===== src/rtl/instr_encoder.sv =====
// RV32I instruction encoder: turns a field bundle into a 32-bit instruction word
// and presents it with its byte address through a one-deep valid/ready output stage.
module instr_encoder #(
   parameter int ADDR_W = 10
) (
   input  logic              clk,
   input  logic              rst,
   input  logic              in_valid,
   output logic              in_ready,
   input  logic [3:0]        fmt,
   input  logic [4:0]        rd,
   input  logic [4:0]        rs1,
   input  logic [4:0]        rs2,
   input  logic [2:0]        funct3,
   input  logic [6:0]        funct7,
   input  logic [31:0]       imm,
   input  logic              base_load,
   input  logic [ADDR_W-1:0] base_addr,
   output logic              out_valid,
   input  logic              out_ready,
   output logic [31:0]       out_instr,
   output logic [ADDR_W+1:0] out_addr,
   output logic              err,
   output logic [15:0]       count
);

   localparam logic [6:0] OP_R      = 7'b0110011;
   localparam logic [6:0] OP_I      = 7'b0010011;
   localparam logic [6:0] OP_LOAD   = 7'b0000011;
   localparam logic [6:0] OP_STORE  = 7'b0100011;
   localparam logic [6:0] OP_BRANCH = 7'b1100011;
   localparam logic [6:0] OP_JAL    = 7'b1101111;
   localparam logic [6:0] OP_JALR   = 7'b1100111;
   localparam logic [6:0] OP_LUI    = 7'b0110111;
   localparam logic [6:0] OP_AUIPC  = 7'b0010111;

   typedef enum logic {EMPTY, FULL} state_t;

   state_t            state_reg, state_next;
   logic [ADDR_W-1:0] word_reg, word_next;
   logic [31:0]       instr_reg;
   logic [ADDR_W+1:0] addr_reg;
   logic              err_reg;
   logic [15:0]       count_reg;
   logic [31:0]       enc;
   logic              illegal;
   logic              accept;
   logic              xfer;

   always_comb begin
      enc     = '0;
      illegal = 1'b0;
      case (fmt)
         4'd0: enc = {funct7, rs2, rs1, funct3, rd, OP_R};
         4'd1: begin
            // Shift-immediate forms carry funct7 above a 5-bit shift amount.
            if (funct3 == 3'b001 || funct3 == 3'b101)
               enc = {funct7, imm[4:0], rs1, funct3, rd, OP_I};
            else
               enc = {imm[11:0], rs1, funct3, rd, OP_I};
         end
         4'd2: enc = {imm[11:0], rs1, funct3, rd, OP_LOAD};
         4'd3: enc = {imm[11:5], rs2, rs1, funct3, imm[4:0], OP_STORE};
         4'd4: begin
            enc     = {imm[12], imm[10:5], rs2, rs1, funct3, imm[4:1], imm[11], OP_BRANCH};
            illegal = imm[0];
         end
         4'd5: begin
            enc     = {imm[20], imm[10:1], imm[11], imm[19:12], rd, OP_JAL};
            illegal = imm[0];
         end
         4'd6: enc = {imm[11:0], rs1, 3'b000, rd, OP_JALR};
         4'd7: enc = {imm[31:12], rd, OP_LUI};
         4'd8: enc = {imm[31:12], rd, OP_AUIPC};
         default: illegal = 1'b1;
      endcase
   end

   assign out_valid = (state_reg == FULL);
   assign in_ready  = rst && (state_reg == EMPTY || out_ready);
   assign accept    = in_valid && in_ready;
   assign xfer      = out_valid && out_ready;

   // word_next is both the post-cycle write address and the address of any word accepted now.
   always_comb begin
      state_next = state_reg;
      word_next  = word_reg;
      if (xfer) begin
         state_next = EMPTY;
         word_next  = base_load ? base_addr : word_reg + 1'b1;
      end else if (state_reg == EMPTY && base_load) begin
         word_next = base_addr;
      end
      if (accept && !illegal)
         state_next = FULL;
   end

   always_ff @(posedge clk) begin
      if (!rst)
         state_reg <= EMPTY;
      else
         state_reg <= state_next;
   end

   always_ff @(posedge clk) begin
      if (!rst) begin
         word_reg  <= '0;
         instr_reg <= '0;
         addr_reg  <= '0;
         err_reg   <= 1'b0;
         count_reg <= '0;
      end else begin
         word_reg <= word_next;
         err_reg  <= accept && illegal;
         if (accept && !illegal) begin
            instr_reg <= enc;
            addr_reg  <= {word_next, 2'b00};
         end
         if (xfer && count_reg != 16'hFFFF)
            count_reg <= count_reg + 1'b1;
      end
   end

   assign out_instr = instr_reg;
   assign out_addr  = addr_reg;
   assign err       = err_reg;
   assign count     = count_reg;

endmodule


===== config.mk =====
export PLATFORM = sky130hd
export DESIGN_NAME = instr_encoder
export DESIGN_NICKNAME = d
export VERILOG_FILES = /design/src/rtl/instr_encoder.sv
export SDC_FILE = /design/constraint.sdc
export NUM_CORES = 1
export LEC_CHECK = 0
export BUFFER_PORTS_ARGS = -buffer_cell sky130_fd_sc_hd__buf_2
export CAP_MARGIN = 10
export CORE_MARGIN = 2
export CORE_UTILIZATION = 50
export DETAILED_ROUTE_END_ITERATION = 8
export HOLD_SLACK_MARGIN = 0.15
export PLACE_DENSITY = 0.87
export SLEW_MARGIN = 20
export SYNTH_ARGS = -nofsm -noshare
export SYNTH_HDL_FRONTEND = slang
export SYNTH_SLANG_ARGS = --single-unit

===== constraint.sdc =====
create_clock -name clk -period 1.9 [get_ports clk]
set_input_delay 0.095 -clock clk [delete_from_list [all_inputs] [get_ports clk]]
set_output_delay 0.095 -clock clk [all_outputs]
set_load 0.01 [all_outputs]

Word level (Yosys, flattened, before mapping)
Index checks and enable logic that the tools add are counted.
{ "totals": {"inputBits": 76, "out_inout_bits": 63, "wordCells": 42, "register_bits": 70} }
{ "classes": {"bitwise": 1, "n_mux": 8, "n_addsub": 2, "reduce_logical": 14, "eq_ne": 11} }
{ "ops": {"columns": ["operator", "count"], "rows": [
  ["one-hot mux 32 bit (9 select lines)", 1],
  ["2-to-1 mux 32 bit", 1],
  ["2-to-1 mux 10 bit", 3],
  ["adder 16 x 1 -> 16 bit, second input constant", 1],
  ["equality test 4 x 3 -> 1 bit, second input constant", 4],
  ["!= test 16 bit, second input constant", 1],
  ["adder 10 x 1 -> 10 bit, second input constant", 1],
  ["equality test 4 x 2 -> 1 bit, second input constant", 2],
  ["logical AND 1 bit", 7],
  ["OR reduction 7 bit", 1],
  ["equality test 4 x 1 -> 1 bit, second input constant", 1],
  ["equality test 4 bit, second input constant", 1],
  ["zero test 4 bit", 1],
  ["equality test 3 x 1 -> 1 bit, second input constant", 1],
  ["equality test 3 bit, second input constant", 1],
  ["logical OR 1 bit", 2],
  ["2-to-1 mux 1 bit", 2],
  ["one-hot mux 1 bit (2 select lines)", 1],
  ["nonzero test 2 bit", 1],
  ["OR reduction 2 bit", 1],
  ["zero test 1 bit", 1],
  ["NOT 1 bit", 1]
]} }

Longest topological paths before layout
Gate-level depths: netlist of run 1.
{ "logic_depth": {"depth_word": 6, "depth_mapped": 8, "mapped_depth_nobuf": 6} }

Worst setup path before layout of run 1
Ideal clock, no wire load.
{ "synth_path": {"path_type": "register to register", "start": "register count_reg[0], in the netlist count[0]", "end": "register count_reg[0], in the netlist count[0]", "arrival_time_ns": 1.575, "setup_slack_ns": 0.197, "path_stages_with_launch": 7, "path_buffers": 0, "required_time_ns": 1.772, "synth_period_minus_slack_ns": 1.703, "setup_time_ns": 0.128, "cell_sequence": "dfxtp_1 -> ha_1 -> nand2_1 -> nor4_2 -> a21oi_1 -> xnor2_1 -> nor2_1"} }
{ "synth_via": {"elab_chain_cells": 2, "word_cells_on_any_way": 3, "cone_classes": "add/sub (1); eq/ne (1); reduce/logical (1)"} }
{ "synth_rtl": {"columns": ["item", "line", "text"], "rows": [
  ["from (decl)", "44", "logic [15:0] count_reg;"],
  ["from (signal assigned)", "120", "count_reg <= count_reg + 1'b1;"],
  ["branches (longest 2 deep; another with adder 16 x 1 -> 16 bit)", null, null]
]} }
Several ways; the timed one is not identified.
A chain may end at the register's enable or synchronous reset.

Worst setup path after layout of run 1
{ "layout_path": {"start": "input fmt[0]", "end": "register instr_reg[22], in the netlist out_instr[22]"} }
{ "layout_via": {"elab_chain_cells": 5, "word_cells_on_any_way": 15, "cone_classes": "eq/ne (8); mux (2); reduce/logical (5)"} }
{ "layout_rtl": {"columns": ["item", "line", "text"], "rows": [
  ["from (decl)", "10", "input logic [3:0] fmt,"],
  ["equality test 4 x 1 -> 1 bit, or another cell as far along", "53", "case (fmt)"],
  ["OR reduction 7 bit (no source line) or OR reduction 2 bit (tied branches)", null, null],
  ["one-hot mux 1 bit (2 select lines)", "53", null],
  ["zero test 1 bit", "115", "if (accept && !illegal) begin"],
  ["logical AND 1 bit", "115", null],
  ["to (signal assigned)", "116", "instr_reg <= enc;"],
  ["to (decl)", "41", "logic [31:0] instr_reg;"]
]} }
Parallel ways exist; a longest one is shown, timed or not.

==> results of run 1 <==
-- per-layer routing --
layer	global-route usage (%)	share of wire [%]	up-vias	wire length, µm
met2	48.7	49	270	6060
li1	-	-	2142	-
met4	12.4	2.6	0	328
met1	36.0	39	2161	4920
met5	0	0	-	0
met3	5.59	9.2	33	1150
-- power by group through the flow --
stage / sequential, mW / combinational (mW) / clock, mW
after floorplan: 1.59 / 0.327 / 0
after global placement: 1.58 / 0.568 / 0
after detailed placement: 1.58 / 0.588 / 0
after CTS: 1.54 / 0.645 / 1.08
after global routing: 1.55 / 0.721 / 1.14
final: 1.55 / 0.666 / 1.06
-- cell families after synthesis --
group	synth area share, %
AO/OA/AOI/OAI	28.4
XOR/XNOR	3.40
adder cells (fa/ha/maj)	0.648
buffers and inverters	6.29
flip-flops	35.8
multiplexers	3.21
other	0.0972
AND/OR/NAND/NOR	22.2
-- path summary, 6_finish.rpt --
check	depth (start not counted)	from	end
min	3	rd[4]	out_instr[11]
max reg2reg	5	count[4]	count[13]
min reg2reg	2	out_addr[4]	out_addr[4]
max	8	fmt[0]	out_instr[22]
-- cells in the mapped netlist, types with 7 or more instances --
cell	n
nand2b_1	7
nand4_1	8
nand3_1	28
a222oi_1	11
nand2_1	44
clkbuf_1	23
and2_1	7
a211oi_1	7
nor2_1	47
a221oi_1	10
a21oi_1	39
xnor2_1	11
buf_2	14
o22ai_1	10
dfxtp_1	69
o21ai_0	49
inv_1	13
mux2i_1	9
-- through the flow --
stage	instance area (µm²)	setup slack [ns]	power (mW)	hold WS [ns]
finish	5170	0.0709	3.27	0.187
global route	5170	0.0250	3.41	0.188
CTS	5160	0.0856	3.27	0.161
detailed placement	4730	0.116	2.16	0.399
global placement	4730	0.187	2.14	0.390
floorplan	3860	0.197	1.92	0.274
-- cell usage in the layout, fill, tap and decap left out, types with 3 or more instances in the layout --
| cell | netlist | routed |
|---|---|---|
| nor4_1 | 3 | 3 |
| clkinv_2 | 0 | 3 |
| a221oi_1 | 10 | 10 |
| nand2b_1 | 7 | 7 |
| nand3b_1 | 3 | 3 |
| o2bb2ai_1 | 3 | 3 |
| o22ai_1 | 10 | 10 |
| dlygate4sd3_1 | 0 | 27 |
| a22oi_1 | 6 | 6 |
| xnor2_1 | 11 | 11 |
| o21ai_0 | 49 | 49 |
| buf_2 | 14 | 136 |
| a222oi_1 | 11 | 11 |
| a32oi_1 | 5 | 5 |
| nand2_1 | 44 | 43 |
| a21oi_1 | 39 | 39 |
| mux2_2 | 3 | 3 |
| buf_4 | 4 | 31 |
| a31oi_1 | 4 | 4 |
| clkbuf_8 | 0 | 10 |
| nor2_1 | 47 | 47 |
| nor2b_1 | 5 | 5 |
| a211oi_1 | 7 | 7 |
| xor2_1 | 4 | 4 |
| dfxtp_1 | 69 | 69 |
| mux2i_1 | 9 | 9 |
| inv_1 | 13 | 13 |
| nand3_1 | 28 | 28 |
| and2_1 | 7 | 7 |
| and3_1 | 5 | 5 |
| nand4_1 | 8 | 8 |
| nor3_1 | 4 | 4 |
-- cell type report --
class	instances	area, µm²	share of cell area (%)
flip-flops and latches	69	1380	26.7
clock inverters	4	23.8	0.460
clock buffers	12	145	2.81
repair buffers	194	1180	22.9
inverters	14	52.6	1.02
well taps	102	128	2.47
multi-input cells	369	2250	43.6
-- worst max-delay path, cell delays in order --
cell and delay [ns]:
buf_2 0.13, buf_4 0.17, nand2_2 0.15, nor2_1 0.09, a21o_2 0.29, a222oi_1 0.40
dlygate4sd3_1 0.63, a21oi_1 0.08
-- repair_timing --
action / CTS / global route
setup buffers: 0 / 0
setup endpoints to repair: 0 / 11
endpoints found under the hold margin: 15 / 0
hold buffers: 27 / 0
resized for setup: 0 / 2
==> flow_metrics.py, run 1 <==
metrics = {
    "clocking": {
        "cts_tree": "built",
        "clk_latency_ns": 0.33,
        "cts_root_buffer": "clkbuf_8",
        "cts_buffers": 9,
        "clock-sinks": 69,
        "clockBufferDepth": 2,
        "clkSlewWorstSetupHoldPaths_ns": 0.08,
        "htreeDepth": 3,
    },
    "finish": {
        "areaGrowthSynthToFinish_pct": 33.9,
        "antenna_cells": 0,
        "largest_reg_flops": 31,
        "drive_gt1_share_pct": 30.4,
        "nFillCells": 642,
        "finish.utilization_pct": 67.9,
        "final_cells": 764,
        "layout.nets": 735,
    },
    "floorplanning": {
        "initial_core_util_pct": 50.7,
        "row_count": 32,
        "die-area_um2": 8440,
        "core_um2": 7610,
        "io_pins": 139,
        "die_y_um": 91.9,
        "die_w_um": 91.9,
    },
    "critical_path": {
        "worst_setup_path_start_kind": "input port",
        "critPathRequiredTime_ns": 2.11,
        "criticalPathCategory": "input port to flop",
        "r2r_setup_slack_ns": 0.08,
        "endpoint_kind": "flop",
        "cp.arrival_ns": 2.04,
        "crit_fanout": 11,
    },
    "timing": {
        "tightest_slew_ns": 0.545,
        "finalSetupViolations": 0,
        "skew_ns": 0.0125,
        "max_freq_mhz": 547,
        "slew_headroom_pct": 63.6,
        "layout_min_cycle_time_ns": 1.83,
        "finalCritPeriodShare_pct": 96.3,
        "grt_setup_unrepaired": "no",
        "hold_viol": 0,
        "finalSetupTns_ns": 0,
        "slew_viol_final": 0,
    },
    "drt": {
        "ant_nets": 0,
        "vias_per_cell": 6.03,
        "vias": 4606,
        "drc": 0,
        "drtIter0Drc": 381,
        "drt_wl_total_mm": 12.5,
        "wl_per_cell_um": 16.3,
        "firstDrtPassIters": 6,
    },
    "synthesis": {
        "ys_async_sr_fraction_pct": 0,
        "yosys_register_bits": 69,
        "synth_flop_cell": "dfxtp_1",
        "synth_top_cell_by_area": "dfxtp_1",
        "synth_cell_type_count": 60,
        "avgSynthCellArea_um2": 7.83,
        "synth_edf_count": 0,
        "netlist_area_um2": 3860,
        "yosys_warnings": 0,
        "ys_top_cells_by_area": "dfxtp_1, o21ai_0, a21oi_1",
        "synth_top_cell_area_share_pct": 35.8,
        "ys_seq_area_share_pct": 35.8,
        "syn_inst": 493,
    },
    "grt": {
        "antenna_found_initial": 0,
        "grtUsageTotal_pct": 28.9,
        "grt_pass1_vias": 4258,
        "grt_pass1_wl_mm": 19.8,
        "grt.overflow.total": 0,
        "grt_max_degree": 45,
    },
    "pwr": {
        "combPwrFrac_pct": 20.3,
        "p_int_mw": 2.32,
        "switching_share_pct": 29.2,
        "power.switching_mw": 0.957,
        "powerDensity_nw_per_um2": 634,
        "power_frac_clock_pct": 32.4,
        "p_leak_nw": 2.27,
        "seqPwrFrac_pct": 47.2,
        "ir_drop_mv": 0.398,
    },
    "hold_path": {
        "hold_class": "input port to flop",
    },
    "placed_design": {
        "hpwl_mm": 8.53,
        "io_buffers": 136,
        "dp.cells": 721,
        "gp_congestion": 0.972,
    },
    "outcome": {
        "status": "finished, final reports clean",
    },
    "run": {
        "drv_cap": 0,
    },
}
(Power assumes the default switching activity.)
==> run 2, diff against run 1 <==
--- a/config.mk
+++ b/config.mk
@@ -8,10 +8,10 @@
 export BUFFER_PORTS_ARGS = -buffer_cell sky130_fd_sc_hd__buf_2
 export CAP_MARGIN = 10
 export CORE_MARGIN = 2
-export CORE_UTILIZATION = 50
+export CORE_UTILIZATION = 45
 export DETAILED_ROUTE_END_ITERATION = 8
 export HOLD_SLACK_MARGIN = 0.15
-export PLACE_DENSITY = 0.87
+export PLACE_DENSITY = 0.83
 export SLEW_MARGIN = 20
 export SYNTH_ARGS = -nofsm -noshare
 export SYNTH_HDL_FRONTEND = slang
==> constraint.sdc (replaced) <==
create_clock -name clk -period 1.6 [get_ports clk]
set_input_delay 0.08 -clock clk [delete_from_list [all_inputs] [get_ports clk]]
set_output_delay 0.08 -clock clk [all_outputs]
set_load 0.01 [all_outputs]
==> run 2 against run 1 <==
- the run now ends with setup timing left
- clock skew barely moved
- hold slack worse by 0.038 ns
- die area increased by 11%
- cell count increased by 6.5%
- routed wire length grew 13%
- first-iteration DRC count is 12% lower
- sequential cell count is the same
- clock power up 73%
- sequential share of layout area fell by 2.9 points
- core utilization is 3.4 points higher
==> flow_metrics.py, run 2 (synthesis results as in run 1) <==
metrics = {
    "clocking": {
        "clk_latency_ns": 0.35,
        "clock-sinks": 69,
        "htreeDepth": 3,
        "cts_tree": "built",
        "cts_root_buffer": "clkbuf_8",
        "clockBufferDepth": 2,
        "cts_buffers": 9,
        "clkSlewWorstSetupHoldPaths_ns": 0.08,
    },
    "floorplanning": {
        "core_um2": 8260,
        "die_w_um": 96.6,
        "die-area_um2": 9330,
        "row_count": 33,
        "initial_core_util_pct": 46.7,
        "io_pins": 139,
        "die_y_um": 96.6,
    },
    "hold_path": {
        "whs_path_depth": 5,
        "hold_path_end": "out_instr[18]",
        "hp-start": "imm[18]",
        "hold_class": "input port to flop",
    },
    "drt": {
        "vias_per_cell": 5.87,
        "firstDrtPassIters": 6,
        "ant_nets": 0,
        "wl_per_cell_um": 17.2,
        "drt_wl_total_mm": 14.0,
        "drc": 0,
        "vias": 4781,
        "drtIter0Drc": 336,
    },
    "critical_path": {
        "reg2regPathDepth": 5,
        "r2r_end": "out_addr[11]",
        "crit_fanout": 4,
        "cp.arrival_ns": 1.91,
        "r2r_setup_slack_ns": -0.02,
        "reg2reg_from": "word_reg[7]",
        "criticalPathCategory": "flop to flop",
        "endpoint_kind": "flop",
        "critPathRequiredTime_ns": 1.89,
        "worst_setup_path_start_kind": "flop",
    },
    "timing": {
        "grt_setup_unrepaired": "yes",
        "finalCritPeriodShare_pct": 101,
        "hold_viol": 0,
        "slew_headroom_pct": 65.5,
        "fin_ws_ns": -0.0204,
        "skew_ns": 0.0127,
        "tightest_slew_ns": 0.515,
        "layout_min_cycle_time_ns": 1.62,
        "max_freq_mhz": 617,
        "slew_viol_final": 0,
        "finalSetupViolations": 1,
    },
    "finish": {
        "largest_reg_flops": 31,
        "drive_gt1_share_pct": 37.4,
        "nFillCells": 637,
        "areaGrowthSynthToFinish_pct": 52.6,
        "finish.utilization_pct": 71.3,
        "final_cell_mix": "buf_2, dfxtp_1, buf_4",
        "mostFrequentLayoutCell": "buf_2",
        "design_area_um2": 5890,
        "layout.nets": 781,
    },
    "run": {
        "drv_cap": 0,
    },
    "grt": {
        "grtUsageTotal_pct": 28.0,
        "antenna_found_initial": 1,
        "grt.overflow.total": 0,
        "grt_max_degree": 45,
        "grt_pass1_vias": 4564,
        "grt_pass1_wl_mm": 21.9,
    },
    "placed_design": {
        "io_buffers": 136,
        "placed_area_um2": 5030,
        "gp_congestion": 0.938,
        "hpwl_mm": 8.89,
        "dp_slack_ns": -0.0855,
    },
    "outcome": {
        "status": "finished, violations left",
        "violations": "setup timing",
    },
    "pwr": {
        "power_mw": 4.57,
        "ir_drop_mv": 0.453,
        "p_leak_nw": 2.62,
        "powerDensity_nw_per_um2": 776,
    },
}
-- run 2: cell count changes in the layout (fill, tap and decap cells not counted), sizes merged --
| cell | change |
|---|---|
| dlygate4sd3 | +13 |
| clkinvlp | +1 |
| clkinv | -3 |
| buf | +30 |
| diode | +1 |
| bufinv | +3 |
| clkbuf | +2 |
-- run 2: worst max-delay path by stage --
stage | start | end | depth (start not counted)
2_1_floorplan | count[4] | count[11] | 4
3_3_place_gp | out_valid | count[11] | 4
3_5_place_dp | out_valid | count[11] | 4
4_1_cts | word_reg[0] | word_reg[8] | 5
5_1_grt | word_reg[7] | out_addr[11] | 5
6_report | word_reg[7] | out_addr[11] | 5
-- run 2: cell type report --
type	count	area (µm²)	share of cell area, %
Inverter	14	52.6	0.892
Tap cell	105	131	2.23
Sequential cell	69	1410	23.9
Multi-Input combinational cell	369	2380	40.5
Clock inverter	5	106	1.81
Clock buffer	11	151	2.57
Antenna cell	1	2.50	0.0425
Timing Repair Buffer	240	1660	28.1
-- run 2: report_power, final --
group          total (mW)  internal, mW  leakage [nW]  switching, mW
registers            1.83          1.79         0.568         0.0462
clock network        1.83          1.12         0.126          0.708
logic               0.905         0.433          1.92          0.472
-- run 2: worst max-delay path: stages (launching register included) --
cell and delay [ns]:
dfxtp_1 0.37, nand3_1 0.19, or4_4 0.48, xor2_2 0.17
a221oi_4 0.23, a21o_1 0.14
-- run 2: per-stage QoR --
step | std cells | TNS (ns) | hold WS, ns
2_1_floorplan | 494 | 0 | 0.259
3_3_place_gp | 752 | -0.0444 | 0.370
3_5_place_dp | 752 | -0.279 | 0.386
4_1_cts | 808 | 0 | 0.155
5_1_grt | 814 | -0.272 | 0.197
6_report | 814 | -0.0204 | 0.149
-- run 2: metal layers --
layer	global-route usage, %	vias to the layer above	share of wire [%]
li1	-	2237	-
met1	33.6	2203	39
met2	48.1	291	49
met3	5.64	50	8.6
met4	12.7	0	3.8
met5	0	-	0
-- run 2: what timing repair did --
| action | CTS | global route |
|---|---|---|
| gates resized for setup | 6 | 25 |
| endpoints found under the setup margin | 12 | 38 |
| cloned | 0 | 2 |
| hold buffers | 40 | 0 |
| setup buffers | 0 | 3 |
| endpoints found under the hold margin | 17 | 0 |
| pin swaps | 0 | 2 |
==> run 3, diff against run 2 <==
--- a/config.mk
+++ b/config.mk
@@ -8,10 +8,10 @@
 export BUFFER_PORTS_ARGS = -buffer_cell sky130_fd_sc_hd__buf_2
 export CAP_MARGIN = 10
 export CORE_MARGIN = 2
-export CORE_UTILIZATION = 45
+export CORE_UTILIZATION = 50
 export DETAILED_ROUTE_END_ITERATION = 8
 export HOLD_SLACK_MARGIN = 0.15
-export PLACE_DENSITY = 0.83
+export PLACE_DENSITY = 0.87
 export SLEW_MARGIN = 20
 export SYNTH_ARGS = -nofsm -noshare
 export SYNTH_HDL_FRONTEND = slang
==> constraint.sdc (replaced) <==
create_clock -name clk -period 1.65 [get_ports clk]
set_input_delay 0.0825 -clock clk [delete_from_list [all_inputs] [get_ports clk]]
set_output_delay 0.0825 -clock clk [all_outputs]
set_load 0.01 [all_outputs]
==> run 3 against run 2 <==
- the flow now finishes without violations
- clock power fell by 16%
- setup slack improved by 0.054 ns
- die area fell by 9.6%
- first-iteration DRC count rose by 23%
- non-clock buffer count fell by 6
- cell area fell by 3.4%
- clock-buffer cell count fell by 1
- power fell by 8.8%
- clock skew fell by 0.0030 ns
- combinational power fell by 6.1%
- critical path depth fell by 1
- hold slack improved by 0.047 ns
- largest cell class unchanged
- largest power group unchanged
- highest routed layer unchanged
==> flow_metrics.py, run 3 (synthesis results as in run 1) <==
metrics = {
    "outcome": {
        "status": "finished, final reports clean",
    },
    "timing": {
        "slew_viol_final": 0,
        "finalSetupViolations": 0,
        "max_freq_mhz": 619,
        "tightest_slew_ns": 0.613,
        "hold_viol": 0,
        "finalCritPeriodShare_pct": 97.9,
        "layout_min_cycle_time_ns": 1.62,
        "finalHoldWorstSlack_ns": 0.196,
        "grt_setup_unrepaired": "yes",
        "skew_ns": 0.00975,
        "finalSetupTns_ns": 0,
        "slew_headroom_pct": 59.1,
    },
    "clocking": {
        "clockBufferDepth": 2,
        "clkSlewWorstSetupHoldPaths_ns": 0.08,
        "clock-sinks": 69,
        "htreeDepth": 3,
        "cts_buffers": 9,
        "cts_root_buffer": "clkbuf_8",
        "clk_latency_ns": 0.34,
        "cts_tree": "built",
    },
    "grt": {
        "grt_pass1_vias": 4426,
        "grtUsageTotal_pct": 31.0,
        "grt_pass1_wl_mm": 21.2,
        "grt_max_degree": 51,
        "antenna_found_initial": 0,
        "grt.overflow.total": 0,
    },
    "placed_design": {
        "placed_area_um2": 4900,
        "dp.cells": 741,
        "io_buffers": 136,
        "gp_congestion": 0.929,
        "hpwl_mm": 8.78,
    },
    "floorplanning": {
        "row_count": 32,
        "io_pins": 139,
        "die_w_um": 91.9,
        "core_um2": 7610,
        "initial_core_util_pct": 50.7,
        "die_y_um": 91.9,
        "die-area_um2": 8440,
    },
    "pwr": {
        "combPwrFrac_pct": 20.4,
        "power_mw": 4.17,
        "p_int_mw": 3.02,
        "seqPwrFrac_pct": 42.6,
        "switching_share_pct": 27.5,
        "power_frac_clock_pct": 37.0,
        "powerDensity_nw_per_um2": 733,
        "ir_drop_mv": 0.565,
        "power.switching_mw": 1.15,
        "p_leak_nw": 2.54,
    },
    "drt": {
        "drc": 0,
        "firstDrtPassIters": 6,
        "wl_per_cell_um": 17.0,
        "ant_nets": 0,
        "drtIter0Drc": 413,
        "vias": 4765,
        "vias_per_cell": 5.93,
        "drt_wl_total_mm": 13.7,
    },
    "critical_path": {
        "critPathRequiredTime_ns": 1.87,
        "endpoint_kind": "flop",
        "cp.arrival_ns": 1.83,
        "crit_fanout": 5,
        "criticalPathCategory": "flop to flop",
        "worst_setup_path_start_kind": "flop",
    },
    "finish": {
        "final-seq-area_um2": 1400,
        "mostFrequentLayoutCell": "buf_2",
        "largest_reg_flops": 31,
        "layout.nets": 775,
        "design_area_um2": 5690,
        "areaGrowthSynthToFinish_pct": 47.4,
        "antenna_cells": 0,
        "final_cell_mix": "buf_2, dfxtp_1, buf_4",
        "nFillCells": 549,
        "final_cells": 804,
        "drive_gt1_share_pct": 34.6,
        "multiInputGateArea_um2": 2310,
    },
    "run": {
        "drv_cap": 0,
    },
    "hold_path": {
        "hold_class": "input port to flop",
    },
}
-- run 3: cell types whose count changed in the layout (fill, tap and decap cells not counted), sizes merged --
| cell | previous run | this run |
|---|---|---|
| clkbuf | 14 | 12 |
| clkinv | 1 | 3 |
| dlygate4sd3 | 40 | 41 |
| diode | 1 | 0 |
| bufinv | 3 | 2 |
| buf | 197 | 191 |
-- run 3: layout make-up --
| cell class | count | area share, % |
|---|---|---|
| inverters | 14 | 0.924 |
| multi-input cells | 369 | 40.7 |
| well taps | 102 | 2.24 |
| repair buffers | 234 | 27.7 |
| clock buffers | 10 | 2.42 |
| clock inverters | 6 | 1.52 |
| flip-flops and latches | 69 | 24.5 |
-- run 3: path summary, 6_finish.rpt --
kind / startpoint / end / slack (ns) / depth (start not counted)
setup / recovery: count[4] / count[11] / 0.03 / 4
hold / removal: imm[18] / out_instr[18] / 0.20 / 5
setup reg to reg: count[4] / count[11] / 0.03 / 4
hold reg to reg: out_instr[5] / out_instr[5] / 0.45 / 2
-- run 3: through the flow --
stage               util [%]  worst slack (ns)
finish                  74.8            0.0339
global route            74.8           -0.0374
CTS                     72.6            0.0144
detailed placement      64.4           -0.0120
global placement        64.4            0.0288
floorplan                  -           -0.0144
-- run 3: power groups by stage --
stage / Clock [mW] / Combinational, mW / Sequential, mW
after global routing: 1.63 / 0.911 / 1.78
after global placement: 0 / 0.686 / 1.81
after CTS: 1.55 / 0.782 / 1.78
final: 1.54 / 0.850 / 1.78
after detailed placement: 0 / 0.707 / 1.81
after floorplan: 0 / 0.377 / 1.84
-- run 3: layer usage --
metal / vias to the layer above / share of wire, % / wire length (µm) / GRT usage (%)
li1: 2221 / - / - / -
met1: 2216 / 38 / 5250 / 37.7
met2: 280 / 50 / 6800 / 53.0
met3: 48 / 9.2 / 1270 / 6.74
met4: 0 / 2.8 / 390 / 12.9
met5: - / 0 / 0 / 0
-- run 3: repair_timing --
action                                  in CTS  in global routing
gates resized for setup                      3                 17
hold buffers                                39                  2
buffers inserted                             0                  4
endpoints found under the setup margin       3                 29
pin swaps                                    0                  1
gates cloned                                 0                  2
hold endpoints to repair                    17                  1
-- run 3: worst max-delay path: stages, from the launching register on --
cell and delay, ns:
dfxtp_2 0.38, nand3_2 0.11, or4_4 0.59, o311ai_1 0.29
o41ai_1 0.12
